$ cat src/rtl/serial_sub_nbit.sv
// serial_sub_nbit: multi-cycle N-bit subtractor computing a - b - bin,
// DIGIT bits per clock, LSB first, with the borrow held in a register
// between digits. start/ready/done handshake; borrow, signed-overflow
// and zero flags are produced alongside the difference.
module serial_sub_nbit #(
    parameter int WIDTH = 16,
    parameter int DIGIT = 1
) (
    input  logic             i_clk,
    input  logic             i_rst,
    input  logic             i_start,
    input  logic [WIDTH-1:0] i_a,
    input  logic [WIDTH-1:0] i_b,
    input  logic             i_bin,
    output logic             o_ready,
    output logic             o_done,
    output logic [WIDTH-1:0] o_diff,
    output logic             o_bout,
    output logic             o_ovf,
    output logic             o_zero
);

    localparam int K     = WIDTH / DIGIT;
    localparam int CNT_W = (K > 1) ? $clog2(K + 1) : 1;

    // Reject parameter sets that cannot be split into whole digits.
    if (((WIDTH % DIGIT) != 0) || (WIDTH < 2) || (DIGIT < 1)) begin : g_bad_param
        $error("serial_sub_nbit: WIDTH must be >= 2 and a multiple of DIGIT");
    end

    typedef enum logic [1:0] {
        S_IDLE = 2'd0,
        S_RUN  = 2'd1,
        S_DONE = 2'd2
    } state_t;

    state_t                  r_state;
    logic    [WIDTH-1:0]     r_a;
    logic    [WIDTH-1:0]     r_b;
    logic    [WIDTH-1:0]     r_res;
    logic                    r_borrow;
    logic    [CNT_W-1:0]     r_cnt;
    logic                    r_done;
    logic    [WIDTH-1:0]     r_diff;
    logic                    r_bout;
    logic                    r_ovf;
    logic                    r_zero;

    logic    [DIGIT-1:0]     w_ad;
    logic    [DIGIT-1:0]     w_bd;
    logic    [DIGIT:0]       w_step;
    logic                    w_bmsb;
    logic    [WIDTH-1:0]     w_res_next;
    logic                    w_last;

    assign w_ad = r_a[DIGIT-1:0];
    assign w_bd = r_b[DIGIT-1:0];

    // One digit of subtraction; the extra top bit of the difference is the
    // borrow out of this digit (set whenever the digit result went negative).
    assign w_step = {1'b0, w_ad} - {1'b0, w_bd} - (DIGIT+1)'(r_borrow);

    // Borrow entering the top bit of the current digit. With single-bit
    // digits that is just the incoming borrow; otherwise it comes from the
    // low DIGIT-1 bits of the digit.
    if (DIGIT > 1) begin : g_multi
        logic [DIGIT-1:0] w_low;
        assign w_low  = {1'b0, w_ad[DIGIT-2:0]} - {1'b0, w_bd[DIGIT-2:0]}
                        - DIGIT'(r_borrow);
        assign w_bmsb = w_low[DIGIT-1];
    end else begin : g_single
        assign w_bmsb = r_borrow;
    end

    // New digits enter the result from the MSB end, so after K steps the
    // first digit computed has reached bit 0.
    assign w_res_next = (r_res >> DIGIT)
                      | (WIDTH'(w_step[DIGIT-1:0]) << (WIDTH - DIGIT));

    assign w_last  = (r_cnt == CNT_W'(K - 1));
    assign o_ready = (r_state == S_IDLE);

    assign o_done = r_done;
    assign o_diff = r_diff;
    assign o_bout = r_bout;
    assign o_ovf  = r_ovf;
    assign o_zero = r_zero;

    // Control FSM plus digit datapath; result registers load only on the
    // transition into DONE so they hold through IDLE and the next RUN.
    always_ff @(posedge i_clk) begin
        if (i_rst) begin
            r_state  <= S_IDLE;
            r_a      <= '0;
            r_b      <= '0;
            r_res    <= '0;
            r_borrow <= 1'b0;
            r_cnt    <= '0;
            r_done   <= 1'b0;
            r_diff   <= '0;
            r_bout   <= 1'b0;
            r_ovf    <= 1'b0;
            r_zero   <= 1'b0;
        end else begin
            r_done <= 1'b0;
            case (r_state)
                S_IDLE: begin
                    if (i_start) begin
                        r_a      <= i_a;
                        r_b      <= i_b;
                        r_borrow <= i_bin;
                        r_res    <= '0;
                        r_cnt    <= '0;
                        r_state  <= S_RUN;
                    end
                end
                S_RUN: begin
                    r_res    <= w_res_next;
                    r_a      <= r_a >> DIGIT;
                    r_b      <= r_b >> DIGIT;
                    r_borrow <= w_step[DIGIT];
                    r_cnt    <= r_cnt + 1'b1;
                    if (w_last) begin
                        r_state <= S_DONE;
                        r_done  <= 1'b1;
                        r_diff  <= w_res_next;
                        r_bout  <= w_step[DIGIT];
                        r_ovf   <= w_bmsb ^ w_step[DIGIT];
                        r_zero  <= (w_res_next == '0);
                    end
                end
                S_DONE: begin
                    r_state <= S_IDLE;
                end
                default: begin
                    r_state <= S_IDLE;
                end
            endcase
        end
    end

endmodule

$ cat config.mk
export PLATFORM = sky130hd
export DESIGN_NAME = serial_sub_nbit
export DESIGN_NICKNAME = d
export VERILOG_FILES = /design/src/rtl/serial_sub_nbit.sv
export SDC_FILE = /design/constraint.sdc
export NUM_CORES = 1
export LEC_CHECK = 0
export ABC_AREA = 1
export CAP_MARGIN = 20
export CORE_UTILIZATION = 40
export DETAILED_ROUTE_END_ITERATION = 6
export GPL_TIMING_DRIVEN = 0
export PLACE_DENSITY_LB_ADDON = 0.05
export SLEW_MARGIN = 0
export SYNTH_ARGS = -nofsm -noshare
export SYNTH_HDL_FRONTEND = slang
export SYNTH_SLANG_ARGS = --single-unit
$ cat constraint.sdc
create_clock -name i_clk -period 3.9 [get_ports i_clk]
set_input_delay 0.39 -clock i_clk [delete_from_list [all_inputs] [get_ports i_clk]]
set_output_delay 0.39 -clock i_clk [all_outputs]
set_load 0.1 [all_outputs]
==> flow_summary.json <==
{
  "run_status": "completed",
  "die_area_um2": 7710,
  "routed-wl-met3_um": 324,
  "tritoncts": "done",
  "p_sw_share_pct": 25.0,
  "dr.max_layer_used": "met4",
  "p_clk_share_pct": 38.2,
  "synth_area_leader_cell": "dfxtp_1",
  "path_class": "flop to primary output",
  "maxCapViolCount": 0,
  "grt_max_degree": 14,
  "numCtsBuffers": 9,
  "antenna_found_initial": 0,
  "synth.distinct_cells": 24,
  "die_y_um": 87.8,
  "avgViaCountPerCell": 4.75,
  "antenna_cells": 0,
  "cts_buffer_depth": 2,
  "syn_inst": 398,
  "dp_hpwl_um": 4660,
  "ys_top_cells_by_area": "dfxtp_1 (51%), nand2_1 (22%), a31oi_1 (5.1%)",
  "synth_top_area_share_pct": 51.0,
  "critPathTopFamily": "buffers and inverters",
  "cts.sinks": 75,
  "crit_chain": "nor2_1 > clkdlybuf4s50_1",
  "wl_met1_um": 3450,
  "drc": 0,
  "coreArea_um2": 6940,
  "final_common_cell": "nand2_1",
  "rsz0062_at_grt": "false",
  "leakagePower_nw": 1.51,
  "area_delta_synth_final_pct": 29.4,
  "synth_fp_nets": 437,
  "cp_max_fo": 5,
  "worst_setup_path_start_kind": "flop",
  "yosys_warnings": 0,
  "max_stage_delay_ps": 1150,
  "via_count": 2685,
  "pin_count": 57,
  "hold_path_class": "primary input to flop",
  "crit_path_top_delay_cell": "clkdlybuf4s50_1",
  "h-tree-depth": 3,
  "cp-end-kind": "primary output",
  "dieWidth_um": 87.8,
  "syn_avg_cell_area_um2": 7.40,
  "finalHoldViolations": 0,
  "seqPwrFrac_pct": 52.2,
  "drive_gt1_share_pct": 7.89,
  "p_int_w": 0.00115,
  "power_frac_comb_pct": 9.5,
  "detail-route-antenna-nets": 0,
  "place_congestion": 0.773,
  "n_fill_cell": 695,
  "synth_seq_area_share_pct": 51.0,
  "std_cell_rows": 30,
  "arrival_ps": 2000,
  "post_dp_cell_area_um2": 3620,
  "nets": 503,
  "netlist_area_um2": 2950,
  "path_clk_slew_ps": 70,
  "timing.final.crit_share_pct": 61.3,
  "worstPathRequired_ps": 3510,
  "drt-total-wl_um": 6740,
  "power_density_nw_per_um2": 403,
  "fin_ws_ps": 1510,
  "p_switching_w": 0.000384,
  "path_buf_inv": 1,
  "finalClockSkew_ps": 12.2,
  "dp_slack_ps": 1860,
  "grt_pass1_wl_um": 11600,
  "port-buffer-count": 55,
  "post_drt_wl_per_cell_um": 11.9,
  "tightest_slew_ps": 976,
  "start_util_pct": 42.4,
  "cts_resized": 0,
  "grt_usage_pct": 19.5,
  "ir_worst_vdd_uv": 178,
  "drt_pass1_iterations": 4,
  "grt_pass1_vias": 2486,
  "post_cts_buffers": 0,
  "holdBufCountCts": 0,
  "fmax_ghz": 0.418,
  "fin_area_um2": 3810,
  "final_cell_mix": "nand2_1 (171), dfxtp_1 (75), clkdlybuf4s50_1 (55)",
  "ys_ff_latch": 75,
  "clk-insertion-delay-late_ps": 340,
  "setup_viol": 0,
  "multi_input_area_um2": 1250,
  "fin_setup_tns_ps": 0,
  "relSlewSlack_pct": 34.7,
  "grt_overflow_total": 0,
  "wl_met2_um": 2890,
  "drt-initial-drc-count": 137,
  "clockRootBuffer": "clkbuf_8",
  "finalMaxSlewViolations": 0,
  "min_period_ps": 2390,
  "seq_area_um2": 1500
}
## power by group through the flow
stage	Combinational (W)	Clock [W]	Sequential [W]
floorplan	0.0000858	0	0.000817
global placement	0.000147	0	0.000820
detailed placement	0.000147	0	0.000820
CTS	0.000148	0.000605	0.000802
global route	0.000165	0.000641	0.000806
finish	0.000147	0.000587	0.000802
## final cells by class
type                            count  area share, %
Sequential cell                    75           39.4
Multi-Input combinational cell    277           32.7
Timing Repair Buffer               55           14.4
Clock buffer                       11           3.45
Tap cell                           96           3.15
Buffer                             22           2.76
Inverter                           24           2.40
Clock inverter                      5           1.67
## flip-flops by register name (all words and copies together), names as in the netlist, 2 cells and up
name	flops
r_b	16
r_res	15
r_a	16
r_state	2
r_cnt	5
o_diff	16
## per-layer routing
metal	global-route usage (%)	vias up
met4	8.94	0
li1	-	1410
met1	27.4	1209
met3	2.92	5
met2	29.7	61
met5	0	-
## cells by family (layout without fill, tap and decap cells)
kind of cell,Yosys count,after routing,share of synthesized area [%]
XOR/XNOR,1,1,0.297
flip-flops,75,75,51.0
buffers and inverters,46,117,6.67
AO/OA/AOI/OAI,61,61,11.9
adder cells (fa/ha/maj),3,3,1.53
AND/OR/NAND/NOR,212,212,28.7
## cells in the mapped netlist
library cell,n
xnor2_1,1
nor2_1,12
and2_1,1
nor3_1,1
ha_1,2
a211oi_1,1
nor2_2,1
a21oi_1,24
clkbuf_1,9
clkinv_2,1
a31oi_1,24
fa_1,1
buf_6,1
nand2_1,171
o211ai_1,4
nand2_2,3
buf_2,12
dfxtp_1,75
inv_2,4
o22ai_1,1
inv_1,19
o21ai_0,7
nand3_1,22
nand2_4,1
## worst register-to-register path, cell delays in order (launching register included)
cell and delay [ps]:
dfxtp_1 370, ha_1 170, inv_1 50, nor3_1 170, ha_1 260, nand2_4 120, clkinv_2 100, nand2_2 70
inv_2 120, buf_6 160, nand2_1 70, nand2_1 50
## metrics by stage
step | std cells | power (W) | hold slack (ps) | utilization, %
after floorplan | 398 | 0.000902 | 440 | -
after global placement | 549 | 0.000967 | 455 | 52.1
after detailed placement | 549 | 0.000967 | 459 | 52.1
after CTS | 565 | 0.00156 | 352 | 54.9
after global routing | 565 | 0.00161 | 383 | 54.9
final | 565 | 0.00154 | 368 | 54.9
## worst paths after layout
path | startpoint | endpoint | slack [ps] | cells after the start
max reg2reg | r_cnt[0]$_SDFFE_PP0P_ | o_diff[13]$_SDFFE_PP0P_ | 2150 | 11
max | r_state[0]$_SDFFE_PP0P_ | o_ready | 1510 | 2
min | i_rst | r_b[0]$_SDFFE_PP0P_ | 370 | 2
min reg2reg | r_a[15]$_SDFFE_PP0P_ | r_a[15]$_SDFFE_PP0P_ | 470 | 2
(Power assumes the default switching activity.)
